**config.mk**
```make
export PLATFORM = sky130hd
export DESIGN_NAME = gray_frame_stats_flat
export DESIGN_NICKNAME = d
export VERILOG_FILES = /design/src/rtl/gray_frame_stats_if.sv /design/src/rtl/gray_frame_stats.sv /design/src/flat_wrapper.sv
export SDC_FILE = /design/constraint.sdc
export NUM_CORES = 1
export LEC_CHECK = 0
export BUFFER_PORTS_ARGS = -buffer_cell sky130_fd_sc_hd__buf_2
export CORE_ASPECT_RATIO = 1.5
export CORE_UTILIZATION = 40
export CTS_BUF_LIST = sky130_fd_sc_hd__clkbuf_8
export CTS_CLUSTER_SIZE = 25
export DETAILED_ROUTE_END_ITERATION = 12
export SETUP_SLACK_MARGIN = 0.05
export SYNTH_ARGS = -nofsm -noshare
export SYNTH_HDL_FRONTEND = slang
export SYNTH_SLANG_ARGS = --single-unit
```
**constraint.sdc**
```tcl
create_clock -name clk -period 6.2 [get_ports clk]
set_input_delay 0.62 -clock clk [delete_from_list [all_inputs] [get_ports clk]]
set_output_delay 0.62 -clock clk [all_outputs]
set_load 0.02 [all_outputs]
```
**src/rtl/gray_frame_stats_if.sv**
```systemverilog
// gray_frame_stats_if: pixel stream handshake between a converter and the frame statistics block
interface gray_frame_stats_if #(
    parameter int DW = 32
) ();
    logic          in_valid;
    logic [DW-1:0] in_data;
    logic          in_ready;

    modport master (output in_valid, output in_data, input in_ready);
    modport slave  (input in_valid, input in_data, output in_ready);
endinterface

```
**src/rtl/gray_frame_stats.sv**
```systemverilog
// gray_frame_stats: captures one frame of pixels and reports min, max, sum and bright-pixel count
module gray_frame_stats #(
    parameter int IMG_W = 500,
    parameter int IMG_H = 500,
    parameter int DW    = 32
) (
    input  logic             clk,
    input  logic             rst_n,
    input  logic             start,
    input  logic [DW-1:0]    thresh,
    gray_frame_stats_if.slave pix,
    output logic [15:0]      pix_x,
    output logic [15:0]      pix_y,
    output logic             busy,
    output logic             frame_done,
    output logic             stats_valid,
    output logic [DW-1:0]    min_val,
    output logic [DW-1:0]    max_val,
    output logic [DW+17:0]   sum_val,
    output logic [17:0]      bright_cnt
);
    typedef enum logic [1:0] {IDLE, RUN, DONE} state_t;

    state_t          state_q, state_d;
    logic [15:0]     pix_x_q, pix_x_d, pix_y_q, pix_y_d;
    logic            frame_done_q, frame_done_d, stats_valid_q, stats_valid_d;
    logic [DW-1:0]   min_q, min_d, max_q, max_d, thr_q, thr_d;
    logic [DW+17:0]  sum_q, sum_d;
    logic [17:0]     bright_q, bright_d;
    logic            accept, last_x, last_y;

    // next-state and statistics update; only RUN accepts pixels, IDLE arms a fresh frame on start
    always_comb begin
        accept        = pix.in_valid && (state_q == RUN);
        last_x        = pix_x_q == 16'(IMG_W - 1);
        last_y        = pix_y_q == 16'(IMG_H - 1);
        state_d       = state_q;
        pix_x_d       = pix_x_q;
        pix_y_d       = pix_y_q;
        frame_done_d  = 1'b0;
        stats_valid_d = stats_valid_q;
        min_d         = min_q;
        max_d         = max_q;
        sum_d         = sum_q;
        bright_d      = bright_q;
        thr_d         = thr_q;
        case (state_q)
            IDLE: if (start) begin
                state_d       = RUN;
                pix_x_d       = '0;
                pix_y_d       = '0;
                min_d         = '1;
                max_d         = '0;
                sum_d         = '0;
                bright_d      = '0;
                stats_valid_d = 1'b0;
                thr_d         = thresh;
            end
            RUN: if (accept) begin
                min_d    = pix.in_data < min_q ? pix.in_data : min_q;
                max_d    = pix.in_data > max_q ? pix.in_data : max_q;
                sum_d    = sum_q + (DW+18)'(pix.in_data);
                bright_d = bright_q + 18'(pix.in_data >= thr_q);
                pix_x_d  = last_x ? 16'd0 : pix_x_q + 16'd1;
                pix_y_d  = last_x ? (last_y ? 16'd0 : pix_y_q + 16'd1) : pix_y_q;
                if (last_x && last_y) begin
                    state_d       = DONE;
                    frame_done_d  = 1'b1;
                    stats_valid_d = 1'b1;
                end
            end
            DONE: state_d = IDLE;
            default: state_d = IDLE;
        endcase
    end

    // state and statistics registers; reset discards any partial frame
    always_ff @(posedge clk or negedge rst_n) begin
        if (!rst_n) begin
            state_q       <= IDLE;
            pix_x_q       <= '0;
            pix_y_q       <= '0;
            frame_done_q  <= 1'b0;
            stats_valid_q <= 1'b0;
            min_q         <= '1;
            max_q         <= '0;
            sum_q         <= '0;
            bright_q      <= '0;
            thr_q         <= '0;
        end else begin
            state_q       <= state_d;
            pix_x_q       <= pix_x_d;
            pix_y_q       <= pix_y_d;
            frame_done_q  <= frame_done_d;
            stats_valid_q <= stats_valid_d;
            min_q         <= min_d;
            max_q         <= max_d;
            sum_q         <= sum_d;
            bright_q      <= bright_d;
            thr_q         <= thr_d;
        end
    end

    assign pix.in_ready = state_q == RUN;
    assign busy         = state_q == RUN;
    assign pix_x        = pix_x_q;
    assign pix_y        = pix_y_q;
    assign frame_done   = frame_done_q;
    assign stats_valid  = stats_valid_q;
    assign min_val      = min_q;
    assign max_val      = max_q;
    assign sum_val      = sum_q;
    assign bright_cnt   = bright_q;
endmodule
```
**src/flat_wrapper.sv**
```systemverilog
// flat-port wrapper written by rule: the top's interface ports become plain ports
module gray_frame_stats_flat 
#(
    parameter int IMG_W = 500,
    parameter int IMG_H = 500,
    parameter int DW    = 32
)
  (clk, rst_n, start, thresh, pix_x, pix_y, busy, frame_done, stats_valid, min_val, max_val, sum_val, bright_cnt, pix_in_valid, pix_in_data, pix_in_ready);
  gray_frame_stats_if #(.DW(DW)) pix_i ();
  input  logic clk;
  input  logic rst_n;
  input  logic start;
  input  logic [DW-1:0] thresh;
  output logic [15:0] pix_x;
  output logic [15:0] pix_y;
  output logic busy;
  output logic frame_done;
  output logic stats_valid;
  output logic [DW-1:0] min_val;
  output logic [DW-1:0] max_val;
  output logic [DW+17:0] sum_val;
  output logic [17:0] bright_cnt;
  input wire logic [$bits(pix_i.in_valid)-1:0] pix_in_valid;
  input wire logic [$bits(pix_i.in_data)-1:0] pix_in_data;
  output wire logic [$bits(pix_i.in_ready)-1:0] pix_in_ready;
  assign pix_i.in_valid = pix_in_valid;
  assign pix_i.in_data = pix_in_data;
  assign pix_in_ready = pix_i.in_ready;
  gray_frame_stats #(.IMG_W(IMG_W), .IMG_H(IMG_H), .DW(DW)) u_core (.clk(clk), .rst_n(rst_n), .start(start), .thresh(thresh), .pix(pix_i), .pix_x(pix_x), .pix_y(pix_y), .busy(busy), .frame_done(frame_done), .stats_valid(stats_valid), .min_val(min_val), .max_val(max_val), .sum_val(sum_val), .bright_cnt(bright_cnt));
endmodule
```
==> metrics, run 1 <==
GR Overflow Total 0; Worst Path Arrival 3.75 ns; final setup violating endpoints 0; CP cell instances inv_1, ha_1, and4_1, nand3_1, nor2_1, nand3_1, nor3_1, nand2_1, nand2_1, ha_1, ha_1, nand2_1, nor2_1, nand2_1, xor2_1, nor2_1; RSZ-0062 raised after global routing no; crit path max-delay cell type dfrtp_1; leading area contributor after synthesis dfrtp_1; Post-synth EDFFs 0; Setup Skew 0.0134 ns; CP startpoint kind register; synthesized area 0.0132 sq mm; P_leak 7.53 nW; register area share after synthesis 38.2%; Chip Width 150 um; Seq cells post-synth 200; initial antenna violation count 0; routed wire length 39,400 um; Post-CTS Resized 0; DR vias/cell 5.45; final hold vios 0; Crit path top cell by count nand2_1; Area growth, synth to finish 14.6%; CTS Buffer Depth 2; outcome finished, final reports clean; H-tree levels 4; fin crit period 3.39 ns; critical path class reg -> reg; antenna-violating nets left 0; CP Max Fanout 6; Site Rows 81; Initial Utilization 40.6%; Worst path max stage delay 0.34 ns; core box area 0.0325 sq mm; number of global-route vias before repair 11,300; layout net count 1,876; met1 wire length 16,700 um; Final Max Slew Viols 0; largest net degree at the start of global routing 92; gp weighted congestion 0.865; synthesis warning total 0; Worst setup EP type register; Post-Synthesis Net Count 1,670; die span in y 225 um; detailed placement HPWL 28,800 um; ANT cells 0; Crit path required time 6.56 ns; port bufs 235; Slew HR 35.9%; cell count after synthesis 1,469; top routing layer used met4; clock root buffer clkbuf_8; largest cells by area after synthesis dfrtp_1, ha_1, dfstp_2, nand2_1, o21ai_0; Slew @ Worst Pin 0.953 ns; routed length on met2 19,000 um; number of CTS-inserted buffers 17; setup TNS 0 ns; Min-Delay Path Class in -> async; WL met3 1800 um; clk_lat worst skew 0.51 ns; # fillers 3,187; Post-synth ARST share 100%; layout cells sized above 1 20.7%; DRC 0; top-area cell type share of the netlist area 31.8%; Via Count 11,500; Pwr Density 366 mW/mm^2; DR pass1 iterations 5; final worst-path cycle share 54.7%; CTS tree built; Iteration-0 DRC Markers 681; Post-CTS Setup Repair Bufs 0; Hold Buf Count CTS 0; wire per inst 18.8 um; IO Pins 236; max_cap viols 0; CTS Sinks 200; Global Route Usage Sum 24.1%; top_reg_cell synth dfrtp_1; clock slew at reported path FFs 0.11 ns; die footprint 0.0338 sq mm; final std cells w/o fill 2,102; global-route wire length before repair 62,600 um; Peak Freq 295 MHz; Worst IR Drop VDD 0.168 mV; Synth cell types 75; Syn Area/Cell 8.99 sq um; Post-Place Cells 2,071
-- sequential cells by signal, indices dropped and copies added (netlist names) --
signal / flops
u_core.state_q: 2
u_core.frame_done: 1
u_core.thr_q: 32
u_core.sum_val: 50
u_core.pix_x: 16
u_core.pix_y: 16
u_core.min_val: 32
u_core.stats_valid: 1
u_core.max_val: 32
u_core.bright_cnt: 18
-- Yosys cell counts (all sizes together), types with 40 or more instances --
cell    instances
nor2          142
a21oi          68
clkbuf         44
ha            132
a21o           51
mux2i          40
a211oi         70
o21ai         112
dfrtp         168
xor2           40
nand2         177
inv            99
nand4          42
-- per-layer routing --
| layer | vias up | track usage (%) |
|---|---|---|
| li1 | 5602 | - |
| met1 | 5501 | 30.0 |
| met2 | 284 | 39.3 |
| met3 | 72 | 4.04 |
| met4 | 0 | 13.0 |
| met5 | - | 0 |
-- final cells by class --
class / count / area, sq um / share of cell area [%]
Multi-Input combinational cell: 1106 / 7510 / 49.6
Sequential cell: 200 / 5040 / 33.3
Timing Repair Buffer: 251 / 1310 / 8.62
Tap cell: 415 / 519 / 3.43
Inverter: 99 / 372 / 2.45
Clock buffer: 19 / 262 / 1.73
Clock inverter: 12 / 130 / 0.860
-- metrics by stage --
step                      total power, mW  cell area (sq um)  hold slack, ns  util (%)  setup slack (ns)
after floorplan                      3.85              13200           0.324         -              3.16
after global placement               4.63              14700           0.458      45.3              2.42
after detailed placement             4.68              14700           0.471      45.3              2.43
after CTS                            5.58              15100           0.165      46.5              2.84
after global routing                 5.95              15100           0.180      46.5              2.51
final                                5.54              15100           0.153      46.5              2.81
-- cells by family (layout without fill, tap and decap cells) --
kind of cell / after synthesis / count (layout) / synth area share [%]
AO/OA/AOI/OAI: 373 / 373 / 19.1
XOR/XNOR: 63 / 63 / 4.18
adder cells (fa/ha/maj): 133 / 133 / 12.7
buffers and inverters: 163 / 381 / 5.22
flip-flops: 200 / 200 / 38.2
multiplexers: 41 / 41 / 3.12
AND/OR/NAND/NOR: 496 / 496 / 17.5
-- cells in the final DEF, fill, tap and decap left out, drive strengths merged, types with 20 or more instances in the layout --
cell	netlist	final
a211oi	70	70
clkbuf	44	20
xor2	40	40
buf	20	250
nand2	177	177
dfstp	32	32
dfrtp	168	168
nand4	42	42
xnor2	23	23
nor2	142	142
mux2i	40	40
a21o	51	51
ha	132	132
a21oi	68	68
inv	99	101
nand3	37	37
o21ai	112	112
-- critical path: cells and delay by family, from the launching register on --
| kind | cells | cell delay [ns] |
|---|---|---|
| buffers and inverters | 1 | 0.06 |
| adder cells (fa/ha/maj) | 3 | 0.83 |
| flip-flops | 1 | 0.34 |
| AND/OR/NAND/NOR | 11 | 1.87 |
| XOR/XNOR | 1 | 0.14 |
-- worst paths after layout --
path / startpoint / to / slack (ns) / depth (start not counted)
min in group clk: thresh[0] / u_core.thr_q[0]$_DFFE_PN0P_ / 0.30 / 3
max in group asynchronous: rst_n / u_core.sum_val[9]$_DFFE_PN0P_ / 4.70 / 2
setup / recovery: u_core.thr_q[25]$_DFFE_PN0P_ / u_core.bright_cnt[14]$_DFFE_PN0P_ / 2.81 / 16
hold / removal: rst_n / u_core.bright_cnt[3]$_DFFE_PN0P_ / 0.15 / 1
hold reg to reg: u_core.sum_val[37]$_DFFE_PN0P_ / u_core.sum_val[37]$_DFFE_PN0P_ / 0.51 / 1
setup reg to reg: u_core.thr_q[25]$_DFFE_PN0P_ / u_core.bright_cnt[14]$_DFFE_PN0P_ / 2.81 / 16
-- power breakdown --
part / internal, mW / switching [mW]
combinational: 1.00 / 1.67
clock: 0.376 / 0.499
sequential: 1.66 / 0.327
(Power assumes the default switching activity.)
==> inputs of run 2 (changes only) <==
==> constraint.sdc (replaced) <==
create_clock -name clk -period 2.9 [get_ports clk]
set_input_delay 0.29 -clock clk [delete_from_list [all_inputs] [get_ports clk]]
set_output_delay 0.29 -clock clk [all_outputs]
set_load 0.02 [all_outputs]
==> run 2 against run 1 <==
  * Worst setup slack got worse by 2.8 ns
  * Non-clock buffer count rose by 130
  * Register-to-register slack got worse by 2.8 ns
  * Critical endpoint is now u_core.bright_cnt[16]$_DFFE_PN0P_
  * Design area rose by 9.9%
  * Global-route usage rose by 0.48 points
  * Combinational power rose by 150%
  * Sequential share of layout area fell by 3.0 points
  * Power rose by 130%
  * Maximum frequency rose by 19%
  * Sequential power rose by 110%
  * Clock-buffer cell count fell by 2
  * Largest power group unchanged
  * Worst hold slack got worse by 0.090 ns
==> metrics, run 2 (synthesis results as in run 1) <==
outcome finished, final reports clean; wire per inst 18.5 um; crit path max-delay cell type dfrtp_1; Worst Setup Slack, final 0.0590 ns; # fillers 3,088; Peak Freq 352 MHz; pre-CTS WS -0.431 ns; Seq pwr share 33.0%; DR vias/cell 5.41; IO Pins 236; Iteration-0 DRC Markers 716; Site Rows 81; ANT cells 0; CP startpoint kind register; Initial Utilization 40.6%; final core utilization 51.1%; Slew @ Worst Pin 0.941 ns; die span in y 225 um; H-tree levels 4; Crit path top cell by count a21o_1; CTS tree built; number of global-route vias before repair 11,700; final instance area 0.0166 sq mm; clk_lat worst skew 0.53 ns; CP Max Fanout 4; Worst path max stage delay 0.42 ns; clock slew at reported path FFs 0.11 ns; antenna-violating nets left 0; max_cap viols 0; RSZ-0062 raised after global routing yes; placed inst area 0.0154 sq mm; die footprint 0.0338 sq mm; Worst IR Drop VDD 0.422 mV; global-route wire length before repair 64,000 um; routed wire length 41,300 um; final hold vios 0; core box area 0.0325 sq mm; Worst setup EP type register; CTS Buffer Depth 2; Clk pwr share 15.4%; number of CTS-inserted buffers 17; Area growth, synth to finish 25.9%; layout cells sized above 1 27.0%; Reg area 0.00504 sq mm; DRC 0; fin crit period 2.84 ns; P_leak 8.23 nW; switch share 44.1%; Chip Width 150 um; leading cell type in the layout, fill and taps excluded buf_2; CP cell instances ha_1, nand2b_4, a21o_1, a21o_1, a21o_1, a21oi_1, o21ai_1, buf_4, nand2_4, nand2_4, ha_4, ha_2, nand2_2, nor2_1, nand2_1, xor2_1, nor2_1; final worst-path cycle share 98.0%; Worst Path Arrival 3.22 ns; Final Max Slew Viols 0; Global Route Usage Sum 24.5%; gp weighted congestion 0.883; Pwr Density 769 mW/mm^2; critical path class reg -> reg; Setup Skew 0.0141 ns; Largest register FFs 50; Crit path required time 3.28 ns; overall power 12.8 mW; CP delay by family, top compound AO/OA/AOI/OAI gates; CTS Sinks 200; Gate power share 51.7%; largest net degree at the start of global routing 94; Via Count 12,100; clock root buffer clkbuf_8; area occupied by multi-input gates 0.00777 sq mm; CP Buf/Inv Count 1; Min-Delay Path Class in -> reg; commonest cells after routing, fill and taps aside buf_2, nand2_1, dfrtp_1; layout net count 2,006; port bufs 235; GR Overflow Total 0; initial antenna violation count 1; Sw Pwr 5.63 mW; detailed placement HPWL 30,300 um; Internal Power 7.15 mW; final setup violating endpoints 0; DR pass1 iterations 6; Slew HR 37.3%
[run 2: repair_timing]
item	CTS	global route
gates resized for setup	23	41
hold buffers	33	0
pin swaps	12	36
endpoints found under the setup margin	20	69
gates cloned	0	3
endpoints found under the hold margin	98	0
setup buffers	1	10
[run 2: per-layer routing]
metal	wire [um]	track usage [%]	vias to the layer above	share of wire, %
met5	10	0	-	0.024
met4	1100	8.31	2	2.7
met3	1580	3.83	47	3.8
met2	21500	43.3	250	52
met1	17100	30.0	5911	42
li1	-	-	5866	-
[run 2: through the flow]
stage / std cells / TNS (ns) / hold WS [ns]
2_1_floorplan: 1469 / 0 / -0.00559
3_3_place_gp: 2154 / -4.22 / 0.447
3_5_place_dp: 2154 / -4.63 / 0.450
4_1_cts: 2220 / 0 / 0.0225
5_1_grt: 2233 / -0.212 / 0.0798
6_report: 2233 / 0 / 0.0628
[run 2: worst paths after layout]
check	to	slack [ns]	start	cells after the start
setup / recovery	u_core.bright_cnt[16]$_DFFE_PN0P_	0.06	u_core.thr_q[0]$_DFFE_PN0P_	17
max in group asynchronous	u_core.min_val[1]$_DFFE_PN1P_	1.63	rst_n	3
hold / removal	u_core.state_q[1]$_DFFE_PN0P_	0.06	pix_in_valid	3
hold reg to reg	u_core.stats_valid$_DFFE_PN0P_	0.50	u_core.stats_valid$_DFFE_PN0P_	1
min in group asynchronous	u_core.bright_cnt[9]$_DFFE_PN0P_	0.42	rst_n	2
setup reg to reg	u_core.bright_cnt[16]$_DFFE_PN0P_	0.06	u_core.thr_q[0]$_DFFE_PN0P_	17
[run 2: final cells by class]
type | instances | area share [%]
Inverter | 99 | 2.23
Tap cell | 415 | 3.12
Timing Repair Buffer | 381 | 15.1
Clock inverter | 15 | 1.09
Clock buffer | 17 | 1.41
Multi-Input combinational cell | 1106 | 46.7
Sequential cell | 200 | 30.3
[run 2: worst register-to-register path: stages (launching register included)]
cell      delay, ns
dfrtp_1        0.42
ha_1           0.30
nand2b_4       0.14
a21o_1         0.18
a21o_1         0.20
a21o_1         0.16
a21oi_1        0.12
o21ai_1        0.07
buf_4          0.17
nand2_4        0.09
nand2_4        0.07
ha_4           0.18
ha_2           0.20
nand2_2        0.07
nor2_1         0.06
nand2_1        0.08
xor2_1         0.15
nor2_1         0.05
[run 2: power groups by stage]
stage          logic (mW)  registers, mW  clock network (mW)
2_1_floorplan        3.47           4.77                   0
4_1_cts              6.24           4.20                2.02
3_3_place_gp         6.07           4.23                   0
3_5_place_dp         6.15           4.25                   0
6_report             6.60           4.22                1.96
5_1_grt              7.24           4.30                2.12
==> inputs of run 3 (changes only) <==
==> constraint.sdc (replaced) <==
create_clock -name clk -period 3.3 [get_ports clk]
set_input_delay 0.33 -clock clk [delete_from_list [all_inputs] [get_ports clk]]
set_output_delay 0.33 -clock clk [all_outputs]
set_load 0.02 [all_outputs]
==> run 3 against run 2 <==
  * Flip-flop and latch count unchanged
  * Global-route usage down 0.52 points
  * Maximum frequency decreased by 6.0%
  * Largest power group unchanged
  * Sequential share of layout area is 1.9 points higher
  * Critical path type unchanged
  * Routed wire length down 4.2%
  * Highest routed layer is now met4
==> metrics, run 3 (synthesis results as in run 1) <==
outcome finished, final reports clean; die span in y 225 um; wire per inst 18.4 um; fin crit period 3.02 ns; core box area 0.0325 sq mm; DR vias/cell 5.41; Worst Path Arrival 3.41 ns; leading cell type in the layout, fill and taps excluded buf_2; busiest grt layer met2; DR pass1 iterations 5; setup TNS 0 ns; routed wire length 39,500 um; H-tree levels 4; met1 Use GR 29.0%; grt met2 use 41.9%; layout net count 1,924; initial antenna violation count 0; Final Max Slew Viols 0; DRC 0; Initial Utilization 40.6%; final std cells w/o fill 2,151; Setup Skew 0.0144 ns; CTS Buffer Depth 2; max_cap viols 0; largest net degree at the start of global routing 88; Worst IR Drop VDD 0.401 mV; clock slew at reported path FFs 0.12 ns; clk_lat worst skew 0.52 ns; gp weighted congestion 0.867; global-route wire length before repair 62,400 um; P_leak 7.78 nW; final setup violating endpoints 0; Iteration-0 DRC Markers 589; Global Route Usage Sum 24.0%; Slew HR 39.0%; RSZ-0062 raised after global routing yes; final hold vios 0; IO Pins 236; Slew @ Worst Pin 0.915 ns; CTS Sinks 200; Largest register FFs 50; layout cells sized above 1 22.0%; number of global-route vias before repair 11,500; CP startpoint kind register; die footprint 0.0338 sq mm; Site Rows 81; overall power 10.5 mW; Crit path required time 3.68 ns; commonest cells after routing, fill and taps aside buf_2, nand2_1, dfrtp_1; Post-Place Cells 2,094; Chip Width 150 um; clock root buffer clkbuf_8; final worst-path cycle share 91.6%; CTS tree built; GR Overflow Total 0; ANT cells 0; CP Max Fanout 4; number of CTS-inserted buffers 17; Via Count 11,600; Peak Freq 331 MHz; detailed placement HPWL 29,500 um; port bufs 235; Area growth, synth to finish 18.6%; Pwr Density 672 mW/mm^2; critical path class reg -> reg; Min-Delay Path Class in -> reg; Worst setup EP type register; antenna-violating nets left 0; GR Layer Usage met3 4.14%
run 3: metal layers:
metal  vias up  share of wire (%)  wire, um
li1       5695                  -         -
met5         -                  0         0
met3        62                4.2      1660
met2       268                 51     20100
met1      5609                 42     16600
met4         0                3.1      1220
run 3: final timing paths:
check	depth (start not counted)	from	endpoint	slack, ns
worst max-delay path	17	u_core.thr_q[17]$_DFFE_PN0P_	u_core.bright_cnt[16]$_DFFE_PN0P_	0.28
worst min-delay path	3	thresh[25]	u_core.thr_q[25]$_DFFE_PN0P_	0.03
worst max register to register	17	u_core.thr_q[17]$_DFFE_PN0P_	u_core.bright_cnt[16]$_DFFE_PN0P_	0.28
worst min register to register	2	u_core.thr_q[0]$_DFFE_PN0P_	u_core.thr_q[0]$_DFFE_PN0P_	0.50
max in group asynchronous	3	rst_n	u_core.min_val[10]$_DFFE_PN1P_	2.05
min in group asynchronous	2	rst_n	u_core.bright_cnt[15]$_DFFE_PN0P_	0.38
run 3: cell type report:
class	instances	area [sq um]
repair buffers	299	1800
clock inverters	15	163
clock buffers	17	234
fillers	3198	16900
flip-flops and latches	200	5040
inverters	99	372
well taps	415	519
multi-input cells	1106	7540
run 3: per-stage QoR:
stage	worst slack, ns	util [%]	hold WS (ns)	cell area [sq um]
after detailed placement	-0.0780	46.1	0.416	15000
after CTS	0.0827	48.1	0.00106	15600
final	0.276	48.2	0.0314	15700
after floorplan	0.541	-	0.0344	13200
after global routing	0.0176	48.2	0.0161	15700
after global placement	-0.0886	46.1	0.413	15000
run 3: timing repair:
item,4_1_cts,5_1_grt
pin swaps,0,3
setup buffers,0,1
setup endpoints to repair,2,11
hold endpoints to repair,85,0
hold buffers,24,0
gates resized for setup,1,8
run 3: power by group:
| part | switching [mW] | total (mW) | internal (mW) |
|---|---|---|---|
| logic | 3.16 | 5.17 | 2.01 |
| registers | 0.583 | 3.70 | 3.12 |
| clock network | 1.02 | 1.65 | 0.631 |
run 3: critical path: stages, from the launching register on:
cell	delay, ns
dfrtp_1	0.37
inv_1	0.06
ha_1	0.24
a21o_1	0.18
a21o_1	0.17
a21oi_1	0.14
nor2b_1	0.06
o21ai_0	0.14
nand2_1	0.11
a2111oi_2	0.37
nand2_1	0.15
ha_1	0.23
ha_1	0.24
nand2_1	0.11
nor2_1	0.07
nand2_1	0.08
xor2_1	0.15
nor2_1	0.05
